File: src/rtl/id_display_reader.sv
// id_display_reader
// Synchronises the 3-bit pig ID address from the key-clock domain. Once the
// address is stable, the block looks up the 4-digit BCD ID in an 8-entry ROM.
// It then scans that ID onto a multiplexed 4-digit seven-segment display.
//
// Ports:
//   clk      system clock, rising edge
//   rst      synchronous active-high reset
//   id_addr  ROM address from the ID counter (asynchronous to clk)
//   seg      segments {g,f,e,d,c,b,a}, active-low, registered
//   an       digit enables, active-low one-hot, an[0] = least-significant digit
//   id_word  displayed ID as 4 BCD nibbles, [15:12] = most-significant digit
//   new_id   1-cycle pulse on the edge where id_word updates
module id_display_reader #(
  parameter int unsigned SCAN_DIV = 50000,
  parameter bit          BLANK_LZ = 1'b1
) (
  input  logic        clk,
  input  logic        rst,
  input  logic [2:0]  id_addr,
  output logic [6:0]  seg,
  output logic [3:0]  an,
  output logic [15:0] id_word,
  output logic        new_id
);

  localparam int CW = (SCAN_DIV > 2) ? $clog2(SCAN_DIV) : 1;
  localparam logic [CW-1:0] CNT_LAST = CW'(SCAN_DIV - 1);

  typedef enum logic [1:0] {IDLE, FETCH, LOAD} state_t;

  state_t        state;
  logic [2:0]    s1, s2, s3, addr_q, rom_addr;
  logic [15:0]   rom_q;
  logic [CW-1:0] cnt;
  logic [1:0]    idx, idx_show;
  logic          wrap;

  // Entry k holds BCD of 1000 + 111*k, i.e. digits 1,k,k,k.
  function automatic logic [15:0] rom_lookup(input logic [2:0] a);
    case (a)
      3'd0:    rom_lookup = 16'h1000;
      3'd1:    rom_lookup = 16'h1111;
      3'd2:    rom_lookup = 16'h1222;
      3'd3:    rom_lookup = 16'h1333;
      3'd4:    rom_lookup = 16'h1444;
      3'd5:    rom_lookup = 16'h1555;
      3'd6:    rom_lookup = 16'h1666;
      default: rom_lookup = 16'h1777;
    endcase
  endfunction

  function automatic logic [6:0] seg7(input logic [3:0] n);
    case (n)
      4'd0:    seg7 = 7'h40;
      4'd1:    seg7 = 7'h79;
      4'd2:    seg7 = 7'h24;
      4'd3:    seg7 = 7'h30;
      4'd4:    seg7 = 7'h19;
      4'd5:    seg7 = 7'h12;
      4'd6:    seg7 = 7'h02;
      4'd7:    seg7 = 7'h78;
      4'd8:    seg7 = 7'h00;
      4'd9:    seg7 = 7'h10;
      default: seg7 = 7'h7F;
    endcase
  endfunction

  // A digit is blanked when it and every higher digit are zero.
  // Digit 0 is never blanked, so an ID of 0000 still shows "0".
  function automatic logic [6:0] digit_seg(input logic [15:0] w, input logic [1:0] i);
    logic lz;
    case (i)
      2'd3:    lz = (w[15:12] == 4'h0);
      2'd2:    lz = (w[15:8]  == 8'h00);
      2'd1:    lz = (w[15:4]  == 12'h000);
      default: lz = 1'b0;
    endcase
    digit_seg = (BLANK_LZ && lz) ? 7'h7F : seg7(w[i*4 +: 4]);
  endfunction

  // At a wrap, the display jumps straight to the next digit. This keeps an and
  // seg changing only once per scan step.
  always_comb begin
    wrap     = (cnt == CNT_LAST);
    idx_show = wrap ? idx + 2'd1 : idx;
  end

  always_ff @(posedge clk) begin
    if (rst) begin
      s1       <= '0;
      s2       <= '0;
      s3       <= '0;
      addr_q   <= '0;
      rom_addr <= '0;
      rom_q    <= '0;
      state    <= FETCH;   // reload entry 0 straight out of reset
      id_word  <= '0;
      new_id   <= 1'b0;
      cnt      <= '0;
      idx      <= '0;
      an       <= 4'b1111;
      seg      <= 7'h7F;
    end else begin
      s1     <= id_addr;
      s2     <= s1;
      s3     <= s2;
      rom_q  <= rom_lookup(rom_addr);
      new_id <= 1'b0;

      case (state)
        // s2 == s3 rejects single-cycle glitches. Changes that arrive while a
        // fetch is in progress are picked up here once the FSM returns to IDLE.
        IDLE: if (s2 == s3 && s3 != addr_q) begin
          addr_q   <= s3;
          rom_addr <= s3;
          state    <= FETCH;
        end
        FETCH: state <= LOAD;
        LOAD: begin
          id_word <= rom_q;
          new_id  <= 1'b1;
          state   <= IDLE;
        end
        default: state <= IDLE;
      endcase

      if (wrap) begin
        cnt <= '0;
        idx <= idx + 2'd1;
      end else begin
        cnt <= cnt + 1'b1;
      end

      // Refresh the display at a scan wrap, and once on the edge after
      // id_word has changed (new_id is high for that edge).
      if (wrap || new_id) begin
        an  <= ~(4'b0001 << idx_show);
        seg <= digit_seg(id_word, idx_show);
      end
    end
  end

endmodule
File: config.mk
export PLATFORM = sky130hd
export DESIGN_NAME = id_display_reader
export DESIGN_NICKNAME = d
export VERILOG_FILES = /design/src/rtl/id_display_reader.sv
export SDC_FILE = /design/constraint.sdc
export NUM_CORES = 1
export LEC_CHECK = 0
export ABC_AREA = 1
export ABC_CLOCK_PERIOD_IN_PS = 3400
export BUFFER_PORTS_ARGS = -buffer_cell sky130_fd_sc_hd__buf_2
export CORE_MARGIN = 3
export CORE_UTILIZATION = 60
export CTS_BUF_LIST = sky130_fd_sc_hd__clkbuf_4 sky130_fd_sc_hd__clkbuf_8
export DETAILED_ROUTE_END_ITERATION = 8
export GPL_ROUTABILITY_DRIVEN = 0
export PLACE_DENSITY = 0.95
export SKIP_CTS_REPAIR_TIMING = 1
export SLEW_MARGIN = 20
export SYNTH_ARGS = -nofsm -noshare
export SYNTH_HDL_FRONTEND = slang
export SYNTH_SLANG_ARGS = --single-unit
File: constraint.sdc
create_clock -name clk -period 3.4 [get_ports clk]
set_input_delay 0.34 -clock clk [delete_from_list [all_inputs] [get_ports clk]]
set_output_delay 0.34 -clock clk [all_outputs]
set_load 0.01 [all_outputs]
# == Yosys cells after proc, flatten, opt, wreduce, memory -nomap -nowiden ==
# Memories as Yosys holds them, arrays and structs flattened.
# Cells that the tools add are included.
# word_totals
ff_bits,76
rom_bits,112
inputBits,5
out_inout_bits,28
wordCells,51
memories,1
# op_classes
add_sub_neg,2
eq_ne,15
n_shift,2
muxes,9
bitwise_logic,1
n_reduce_logical,9
# memory_table
name,depth,word_bits,read_ports,rd_clocked_by_memory_dff,wr,line_no,rtl
(no name shown),16,7,1,0,0,54,case (n)
# ops
op,count
11-bit one-hot mux with 7 select lines,1
16-bit by 1-bit adder with 16-bit output (second input constant),1
16-bit equality test (second input constant),1
16-bit by 5-bit indexed part select with 4-bit output,1
12-bit zero test,1
3-bit equality test (second input constant),3
8-bit zero test,1
7-bit two-way mux,1
2-bit equality test (second input constant),3
3-bit by 2-bit equality test with 1-bit output (second input constant),2
2-bit by 1-bit equality test with 1-bit output (second input constant),2
4-bit zero test,1
2-bit two-way mux,2
4-bit inverter,1
2-bit one-hot mux with 2 select lines,1
1-bit by 2-bit << shifter with 4-bit output (first input constant),1
3-bit by 1-bit equality test with 1-bit output (second input constant),1
3-bit equality test,1
3-bit zero test,1
1-bit two-way mux,3
3-bit inequality test,1
1-bit one-hot mux with 3 select lines,1
2-bit by 1-bit adder with 2-bit output (second input constant),1
2-bit zero test,1
5 further kinds,5

# == Logic depth before layout (Yosys ltp) ==
# Gate-level depths: netlist of run 1.
# depth
ltp_word,7
ltp_mapped,15
depth_no_buf,15

# == Worst setup path before layout of run 1 ==
# OpenSTA, ideal clock, no wires.
# synth_path
kind,register -> register
startpoint,register cnt[0]
endpoint,register seg[3]
setup_ns,0.119
t_arrival_ns,1.800
t_required_ns,3.281
slack_ns,1.480
stages_incl_launch_ff,14
path_buffers,0
period_less_slack_ns,1.920
path_cell_list,dfxtp_1 > ha_1 > nand3_2 > nor2_4 > nand2_2 > nand2_4 > nand3_4 > nand2_2 > inv_2 > ha_1 > nand3_1 > nand2_1 > nor2_1 > o21bai_1
# synth_between
elab_chain_cells,7
word_cells_on_any_way,12
classes_between,eq/ne: 4; shift: 1; mux: 5; reduce/logical: 1; memory: 1
# synth_lines
element,line_no,rtl
"start, declared",35,logic [CW-1:0] cnt;
"start signal, assigned",132,cnt <= cnt + 1'b1;
16-bit equality test *,85,wrap = (cnt == CNT_LAST);
"parallel branches: the longest is 6 deep, another holds memory read 16 x 7 bit",n/a,
"end signal, assigned",139,"seg <= digit_seg(id_word, idx_show);"
"end, declared",21,"output logic [6:0] seg,"
# Mark *: on every way between the ends. The select of a mux whose other input is x is not followed.
# A chain may end at the register's enable or synchronous reset.

# == Worst setup path after layout of run 1 ==
# layout_path
startpoint,register cnt[0]
endpoint,register seg[5]
# The elaborated chain is that of the path after synthesis.

==> results.json, run 1 <==
{
  "run_status": "finished clean",
  "fin_crit_sh_pct": 66.34,
  "cts-htree-levels": 2,
  "placement.io_buffers": 26,
  "ys_top_cells_by_area": "dfxtp_1, nand2_1, nor2_1",
  "finalSetupTns_ps": 0,
  "ys_seq_area_share_pct": 43.93,
  "fp.dieArea_sq_mm": 0.004740,
  "synthMostInstantiatedCell": "nand2_1",
  "dr_total_vias": 1902,
  "clkSinkCount": 52,
  "holdCritPathClass": "in -> reg",
  "report.final.setup_viol": 0,
  "critical_path.endpoint_type": "register",
  "synthDominantCellAreaShare_pct": 43.93,
  "drt-total-wl_mm": 4.291,
  "post-route-worst-setup-slack_ps": 1145,
  "cp-endpoint": "seg[5]",
  "grt_pass1_wl_mm": 6.796,
  "die_y_microns": 68.85,
  "worst_ep_required_time_ps": 3580,
  "antenna_found_initial": 0,
  "synthesized_area_sq_mm": 0.002370,
  "cts-root-to-sink-buffers": 2,
  "ys.warnings.count": 0,
  "synth_top_cell_by_area": "dfxtp_1",
  "cell_internal_pwr_uw": 909.5,
  "rsz0062_at_grt": "no",
  "power_per_cell_area_mw_per_mm2": 459.0,
  "synth_cells": 310,
  "netlist-cell-type-count": 34,
  "detailedRoute.firstPassIterationCount": 4,
  "cts_made_buffers": 5,
  "timing.slew.headroom_pct": 60.58,
  "synth.ff_latch_count": 52,
  "max-cap-violations": 0,
  "place_ws_ps": 1196,
  "tritoncts": "done",
  "total_leakage_power_uw": 0.001170,
  "reg2reg_depth": 13,
  "clock_power_share_pct": 37.0,
  "layout-drive-gt1-share_pct": 18.43,
  "type_of_origin_of_the_critical_path": "register",
  "global_route.overflow_total": 0,
  "timing_max_transition_violations_final": 0,
  "clock_tree.root_cell": "clkbuf_8",
  "initial_core_util_pct": 63.30,
  "post-route-util_pct": 69.05,
  "cts.reportedPaths.clkPinSlew_ps": 90,
  "fmax_mhz": 443.4,
  "sequentialPowerShare_pct": 54.5,
  "crit_path_start": "cnt[0]",
  "regToRegStartpoint": "cnt[0]",
  "ff2ff_setup_slack_ps": 1140,
  "viasPerCell": 5.018,
  "grt_start_max_net_pins": 23,
  "finish.net_count": 341,
  "residual_drc_count": 0,
  "critical_path_peak_fanout": 5,
  "netlist_top_cells_count": "nand2_1, dfxtp_1, nor2_1",
  "core_area_sq_mm": 0.003744,
  "worst_clock_skew_ps": 6.263,
  "synth_area_per_cell_sq_um": 7.644,
  "die_w_microns": 68.85,
  "diodes_inserted": 0,
  "route.detailed.wl_per_inst_microns": 11.32,
  "timing.critical_path.arrival_ps": 2440,
  "final_hold_viol_count": 0,
  "synth_enable_flop_cells": 0,
  "tightestPinTransition_ps": 590.7,
  "ys_dominant_reg_cell": "dfxtp_1",
  "area_growth_pct": 9.081,
  "synthArstFlopShare_pct": 0,
  "crit-reg2reg-capture": "seg[5]",
  "max-vdd-ir-drop_uv": 311.2,
  "sw_power_uw": 277.0,
  "drt_iter0_markers": 66,
  "rows": 22,
  "layout_min_cycle_time_ps": 2255,
  "path_class": "reg -> reg",
  "worstSkewPairLatency_ps": 310,
  "via_count_of_the_first_global_routing_pass": 1690,
  "final_antenna_net_count": 0,
  "top_level_ports": 33,
  "detailed_place_hpwl_mm": 3.114,
  "global_route.usage.total_pct": 19.20,
  "switching_share_pct": 23.34,
  "comb_power_share_pct": 8.4
}
==> cell usage in the layout (no fill, tap or decap) <==
master / n
nand2_1: 59
dfxtp_1: 52
nor2_1: 44
inv_1: 37
buf_2: 26
o21ai_0: 14
nand3_1: 13
a21oi_1: 12
nand2_2: 6
o21bai_1: 6
ha_1: 6
conb_1: 6
clkbuf_8: 6
nor2_2: 5
xnor2_1: 5
inv_2: 4
nand3_2: 3
xor2_1: 3
nor2_4: 2
nand2_4: 2
nand4_1: 2
nor3_1: 2
nor3b_1: 2
o22ai_1: 2
nor3_2: 2
nand3_4: 1
o21a_1: 1
o211ai_1: 1
nor4_1: 1
o21ai_1: 1
o31ai_1: 1
nor4_2: 1
or2_2: 1
clkinv_4: 1
bufinv_16: 1
==> cell type report <==
class / count / area (sq um)
well taps: 48 / 60.06
fillers: 294 / 1159
flip-flops and latches: 52 / 1041
inverters: 41 / 153.9
repair buffers: 26 / 130.1
multi-input cells: 204 / 1079
clock buffers: 6 / 82.58
clock inverters: 2 / 38.79
==> cell families after synthesis <==
kind of cell,share of synthesized area [%]
fa+ha+maj,3.168
buf+inv,11.35
flops,43.93
xor+xnor,2.957
other cells,0.1582
simple gates,29.36
compound gates,9.081
==> registers in the layout (all words and copies together) (netlist names) <==
register,count
rom_q,4
new_id,1
rom_addr,3
idx,2
s3,3
an,4
id_word,4
state,2
seg,7
s2,3
s1,3
cnt,16
==> through the flow <==
stage          std cells  total power, uW  cell area [sq um]  hold slack, ps
2_1_floorplan        315            741.9               2389           388.3
3_3_place_gp         371            755.4               2464           389.9
5_1_grt              379             1230               2585           224.7
4_1_cts              379             1195               2585           222.7
6_report             379             1186               2585           228.3
3_5_place_dp         371            760.9               2464           397.0
==> how the worst min path moves through the flow <==
stage	slack, ps	from	depth (start not counted)	to
after detailed placement	400	s1[0]	2	s2[0]
after floorplan	390	s1[0]	2	s2[0]
final	230	id_addr[1]	3	s1[1]
after CTS	220	id_addr[1]	3	s1[1]
after global routing	220	id_addr[1]	3	s1[1]
after global placement	390	s1[2]	2	s2[2]
==> layer usage <==
layer  wire length (microns)  track usage, %
met5                       0               0
met4                      66           7.056
met3                     189           5.348
met2                    2099           35.00
met1                    1936           21.01
==> power by group through the flow <==
stage / Sequential (uW) / Combinational (uW) / Clock, uW
5_1_grt: 650 / 116 / 464
6_report: 647 / 100 / 439
2_1_floorplan: 662 / 79.7 / 0
3_5_place_dp: 661 / 99.7 / 0
3_3_place_gp: 660 / 95.6 / 0
4_1_cts: 647 / 101 / 447
==> worst max-delay path, stage by stage, from the launching register on <==
cell and delay [ps]:
dfxtp_1 370, ha_1 220, nand3_2 170, nor2_4 160
nand2_2 90, nand2_4 90, nand4_1 210, nand2_2 200
inv_1 80, ha_1 180, nand3_1 100, nand2_1 70
nor2_1 130, o21bai_1 70
Note: power is estimated with default switching activity, not from simulation.
==> run 2, diff against run 1 <==
ABC_CLOCK_PERIOD_IN_PS = 2150   (was 3400)
CORE_UTILIZATION = 59   (was 60)
PLACE_DENSITY = 0.94   (was 0.95)
clock period = 2.15 ns   (was 3.4 ns; I/O delays follow)
==> run 2 against run 1 <==
  * Utilization up 0.89 points
  * Die area up 1.5%
  * Non-clock buffer count up 3
  * Combinational power up 62%
  * Clock power up 73%
  * First-iteration DRC count up 64%
  * Register-to-register slack worse by 1000 ps
  * Setup slack worse by 1000 ps
  * Largest power group unchanged
  * Worst hold slack worse by 120 ps
  * Clock skew up 1.7 ps
  * Largest cell class unchanged
==> results.json, run 2 (synthesis gave the netlist of run 1 again) <==
{
  "run_status": "finished clean",
  "dr_total_vias": 1946,
  "grt_pass1_wl_mm": 7.217,
  "report.power.total_uw": 1949,
  "route.met3.wl_microns": 290,
  "detailed_place_hpwl_mm": 3.116,
  "ff2ff_setup_slack_ps": 150,
  "timing.critical_path.arrival_ps": 2180,
  "drt-total-wl_mm": 4.605,
  "worst_ep_required_time_ps": 2320,
  "initial_core_util_pct": 62.84,
  "largest_register_ffs": 16,
  "fin_crit_sh_pct": 93.23,
  "viasPerCell": 5.108,
  "fp.dieArea_sq_mm": 0.004813,
  "timing_max_transition_violations_final": 0,
  "finalHoldWorstSlack_ps": 110.8,
  "layout_min_cycle_time_ps": 2005,
  "placement.io_buffers": 26,
  "finish.net_count": 344,
  "timing.hold.worst.start": "id_addr[0]",
  "report.final.setup_viol": 0,
  "mostFrequentLayoutCell": "nand2_1",
  "switching_share_pct": 22.07,
  "detailedRoute.firstPassIterationCount": 4,
  "cts.reportedPaths.clkPinSlew_ps": 90,
  "clkSinkCount": 52,
  "final_hold_viol_count": 0,
  "reg.largest.list": "cnt (16), seg (7)",
  "timing.slew.headroom_pct": 61.83,
  "cpMostUsedCell": "nand2_2",
  "largest_stage_delay_on_the_critical_path_ps": 370,
  "critical_path.endpoint_type": "register",
  "antenna_found_initial": 0,
  "tightestPinTransition_ps": 571.9,
  "diodes_inserted": 0,
  "top_level_ports": 33,
  "most-common-layout-cells": "nand2_1, dfxtp_1, nor2_1",
  "cts-root-to-sink-buffers": 2,
  "grt_start_max_net_pins": 22,
  "tritoncts": "done",
  "worst_clock_skew_ps": 7.984,
  "rows": 22,
  "registers.top_by_ff_count": "cnt",
  "path_class": "reg -> reg",
  "cp_top_family": "simple AND/OR/NAND/NOR gates",
  "final_antenna_net_count": 0,
  "cts_made_buffers": 5,
  "critical_path.n_buffers_inverters": 1,
  "die_y_microns": 69.38,
  "regToRegStartpoint": "cnt[0]",
  "dr_wl_met2_mm": 2.392,
  "max-cap-violations": 0,
  "route.detailed.wl_per_inst_microns": 12.09,
  "min_delay_worst_endpoint": "s1[0]",
  "max-vdd-ir-drop_uv": 331.0,
  "reg2reg_depth": 13,
  "fmax_mhz": 498.9,
  "finish.cell_count_without_fillers": 381,
  "cell_internal_pwr_uw": 1519,
  "clock_power_share_pct": 39.0,
  "place_inst": 372,
  "highest_layer": "met4",
  "power_per_cell_area_mw_per_mm2": 739.0,
  "core_area_sq_mm": 0.003771,
  "sw_power_uw": 430.2,
  "global_route.overflow_total": 0,
  "holdCritPathClass": "in -> reg",
  "comb_power_share_pct": 8.3,
  "crit-reg2reg-capture": "seg[5]",
  "clock_tree.root_cell": "clkbuf_8",
  "residual_drc_count": 0,
  "area_growth_pct": 11.30,
  "wl_met1_mm": 1.830,
  "type_of_origin_of_the_critical_path": "register",
  "die_w_microns": 69.38,
  "critical_path_peak_fanout": 5,
  "sequentialPowerShare_pct": 52.7,
  "worstSkewPairLatency_ps": 300,
  "drt_iter0_markers": 108,
  "post-route-util_pct": 69.94,
  "cts-htree-levels": 2,
  "via_count_of_the_first_global_routing_pass": 1801,
  "worstHoldPathCells": 3,
  "timing.critical_path.slowest_stage_cell": "dfxtp_2",
  "timing.critical_path.cells": "ha_4 > nand3_4 > nor2_4 > nand2_2 > nand2_4 > nand4_1 > nand2_2 > inv_1 > ha_1 > nand3_1 > nand2_1 > nor2_1 > o21bai_1",
  "total_leakage_power_uw": 0.001185,
  "layout-drive-gt1-share_pct": 19.82,
  "global_route.usage.total_pct": 18.31
}
## run 2: area by class of cell
| class | instances | area (sq um) |
|---|---|---|
| multi-input cells | 204 | 1099 |
| fillers | 279 | 1134 |
| well taps | 48 | 60.06 |
| inverters | 41 | 153.9 |
| clock buffers | 5 | 68.82 |
| repair buffers | 29 | 152.6 |
| clock inverters | 2 | 60.06 |
| flip-flops and latches | 52 | 1044 |
## run 2: worst register-to-register path: stages (launching register included)
cell and delay, ps:
dfxtp_2 370, ha_4 150, nand3_4 110, nor2_4 150
nand2_2 90, nand2_4 90, nand4_1 180, nand2_2 170
inv_1 70, ha_1 170, nand3_1 100, nand2_1 60
nor2_1 110, o21bai_1 70
## run 2: per-layer routing
metal	global-route usage, %	vias to the layer above
li1	-	991
met4	7.158	0
met2	34.43	63
met5	0	-
met3	5.362	9
met1	18.76	883
## run 2: power groups by stage
stage / clock, uW / combinational, uW / sequential, uW
2_1_floorplan: 0 / 126 / 1050
3_3_place_gp: 0 / 152 / 1040
3_5_place_dp: 0 / 157 / 1050
4_1_cts: 774 / 159 / 1020
5_1_grt: 806 / 185 / 1030
6_report: 759 / 162 / 1030
## run 2: how the worst max path moves through the flow
stage / startpoint / endpoint / slack [ps] / cells past startpoint
detailed placement: cnt[0] / seg[3] / 50 / 13
CTS: cnt[0] / seg[3] / 10 / 13
finish: cnt[0] / seg[5] / 150 / 13
global placement: cnt[0] / seg[3] / 130 / 13
floorplan: cnt[0] / seg[3] / 230 / 13
global route: cnt[1] / seg[5] / -20 / 13
## run 2: metrics by stage
stage               instance area (sq um)  setup slack, ps  TNS [ps]
floorplan                            2389            230.2         0
global placement                     2471            126.5         0
detailed placement                   2471            52.80         0
CTS                                  2600            14.16         0
global route                         2638           -18.38    -18.38
finish                               2638            145.5         0
==> run 3, diff against run 2 <==
CORE_MARGIN = 1.5   (was 3)
GPL_TIMING_DRIVEN = 0   (was not set)
==> run 3 against run 2 <==
  * Sequential share of layout area fell by 1.3 points
  * Critical path depth is the same
  * Via count increased by 3.3%
  * Final area increased by 3.4%
  * Die area fell by 8.5%
  * Routed wire length increased by 0.20%
  * Largest power group unchanged
  * Clock skew is 1.4 ps lower
==> results.json, run 3 (synthesis gave the netlist of run 1 again) <==
{
  "crit-reg2reg-capture": "seg[3]",
  "crit_path_start": "cnt[0]",
  "regToRegStartpoint": "cnt[0]",
  "timing.slew.headroom_pct": 65.84,
  "mostFrequentLayoutCell": "nand2_1",
  "final_antenna_net_count": 0,
  "residual_drc_count": 0,
  "rows": 22,
  "area_growth_pct": 15.05,
  "grt_pass1_wl_mm": 7.445,
  "worst_ep_required_time_ps": 2350,
  "fp.dieArea_sq_mm": 0.004406,
  "route.detailed.wl_per_inst_microns": 11.54,
  "final.fill_count": 278,
  "cts-htree-levels": 2,
  "global_route.usage.total_pct": 22.14,
  "worst_clock_skew_ps": 6.561,
  "run_status": "finished clean",
  "dr_total_vias": 2010,
  "ff2ff_setup_slack_ps": 100,
  "placement.io_buffers": 25,
  "drt_iter0_markers": 85,
  "clock_tree.root_cell": "clkbuf_8",
  "diodes_inserted": 0,
  "critical_path_peak_fanout": 6,
  "worstSkewPairLatency_ps": 310,
  "reg.largest.list": "cnt (16), seg (7)",
  "clkSinkCount": 52,
  "largest_register_ffs": 16,
  "timing.critical_path.arrival_ps": 2250,
  "top_level_ports": 33,
  "critical_path.endpoint_type": "register",
  "reg2reg_depth": 13,
  "die_y_microns": 66.38,
  "timing_max_transition_violations_final": 0,
  "viasPerCell": 5.025,
  "tightestPinTransition_ps": 508.1,
  "via_count_of_the_first_global_routing_pass": 1833,
  "finish.net_count": 362,
  "layout-drive-gt1-share_pct": 23.30,
  "tritoncts": "done",
  "die_w_microns": 66.38,
  "final_hold_viol_count": 0,
  "power_per_cell_area_mw_per_mm2": 655.8,
  "most-common-layout-cells": "nand2_1, dfxtp_1, nor2_1",
  "type_of_origin_of_the_critical_path": "register",
  "antenna_found_initial": 0,
  "holdCritPathClass": "in -> reg",
  "detailed_place_hpwl_mm": 3.236,
  "cp-endpoint": "seg[3]",
  "global_route.overflow_total": 0,
  "registers.top_by_ff_count": "cnt",
  "detailedRoute.firstPassIterationCount": 4,
  "max-vdd-ir-drop_uv": 452.1,
  "cts-root-to-sink-buffers": 2,
  "fin_crit_sh_pct": 95.15,
  "fmax_mhz": 488.8,
  "report.final.setup_viol": 0,
  "total_leakage_power_uw": 0.001241,
  "cts_made_buffers": 5,
  "finalSetupTns_ps": 0,
  "drt-total-wl_mm": 4.614,
  "cts.reportedPaths.clkPinSlew_ps": 90,
  "max-cap-violations": 0,
  "core_area_sq_mm": 0.003771,
  "initial_core_util_pct": 62.84,
  "layout_min_cycle_time_ps": 2046,
  "grt_start_max_net_pins": 17,
  "path_class": "reg -> reg",
  "finalHoldWorstSlack_ps": 103.7
}
==> run 3: power breakdown <==
group          switching, uW  internal (uW)  leakage (uW)  total (uW)
clock network            317            261     0.0000434         578
logic                    106           77.4      0.000773         184
registers               26.4           1000      0.000425        1030
total                    450           1340       0.00124        1790
==> run 3: worst min path at each step <==
stage	start	end	slack, ps	cells after the start
final	id_addr[0]	s1[0]	100	3
after global routing	id_addr[1]	s1[1]	90	3
after CTS	id_addr[1]	s1[1]	100	3
after detailed placement	s1[0]	s2[0]	400	2
after global placement	s1[0]	s2[0]	390	2
after floorplan	id_addr[0]	s1[0]	320	2
==> run 3: worst max-delay path: stages, from the launching register on <==
cell,delay [ps]
dfxtp_2,370
ha_4,160
nand3_4,110
nor2_4,140
nand2_2,90
nand2_4,90
nand3_4,100
nand2_1,110
nand2_2,90
ha_1,330
nand3_1,100
nand2_1,60
nor2_1,130
o21bai_1,70
==> run 3: stage by stage <==
step | std cells | setup WS, ps | area (sq um) | total power, uW | util, %
2_1_floorplan | 315 | 230.2 | 2389 | 1173 | -
3_3_place_gp | 388 | 79.80 | 2574 | 1215 | 68.25
3_5_place_dp | 388 | -11.03 | 2574 | 1224 | 68.25
4_1_cts | 396 | -16.36 | 2671 | 1787 | 70.84
5_1_grt | 400 | -11.23 | 2726 | 1861 | 72.30
6_report | 400 | 104.2 | 2726 | 1788 | 72.30
==> run 3: layout make-up <==
cell class	instances	area (sq um)	share of cell area, %
multi-input combinational	204	1101	40.39
sequential	52	1044	38.27
timing repair buffer	29	155.1	5.691
inverter	41	153.9	5.645
buffer	18	115.1	4.222
clock buffer	6	82.58	3.029
tap	48	60.06	2.203
clock inverter	2	15.01	0.5507
==> run 3: metal layers <==
layer / track usage (%) / routed length, microns
met1: 23.83 / 1947
met5: 0 / 0
met3: 5.622 / 260
met4: 8.673 / 80
met2: 40.88 / 2326
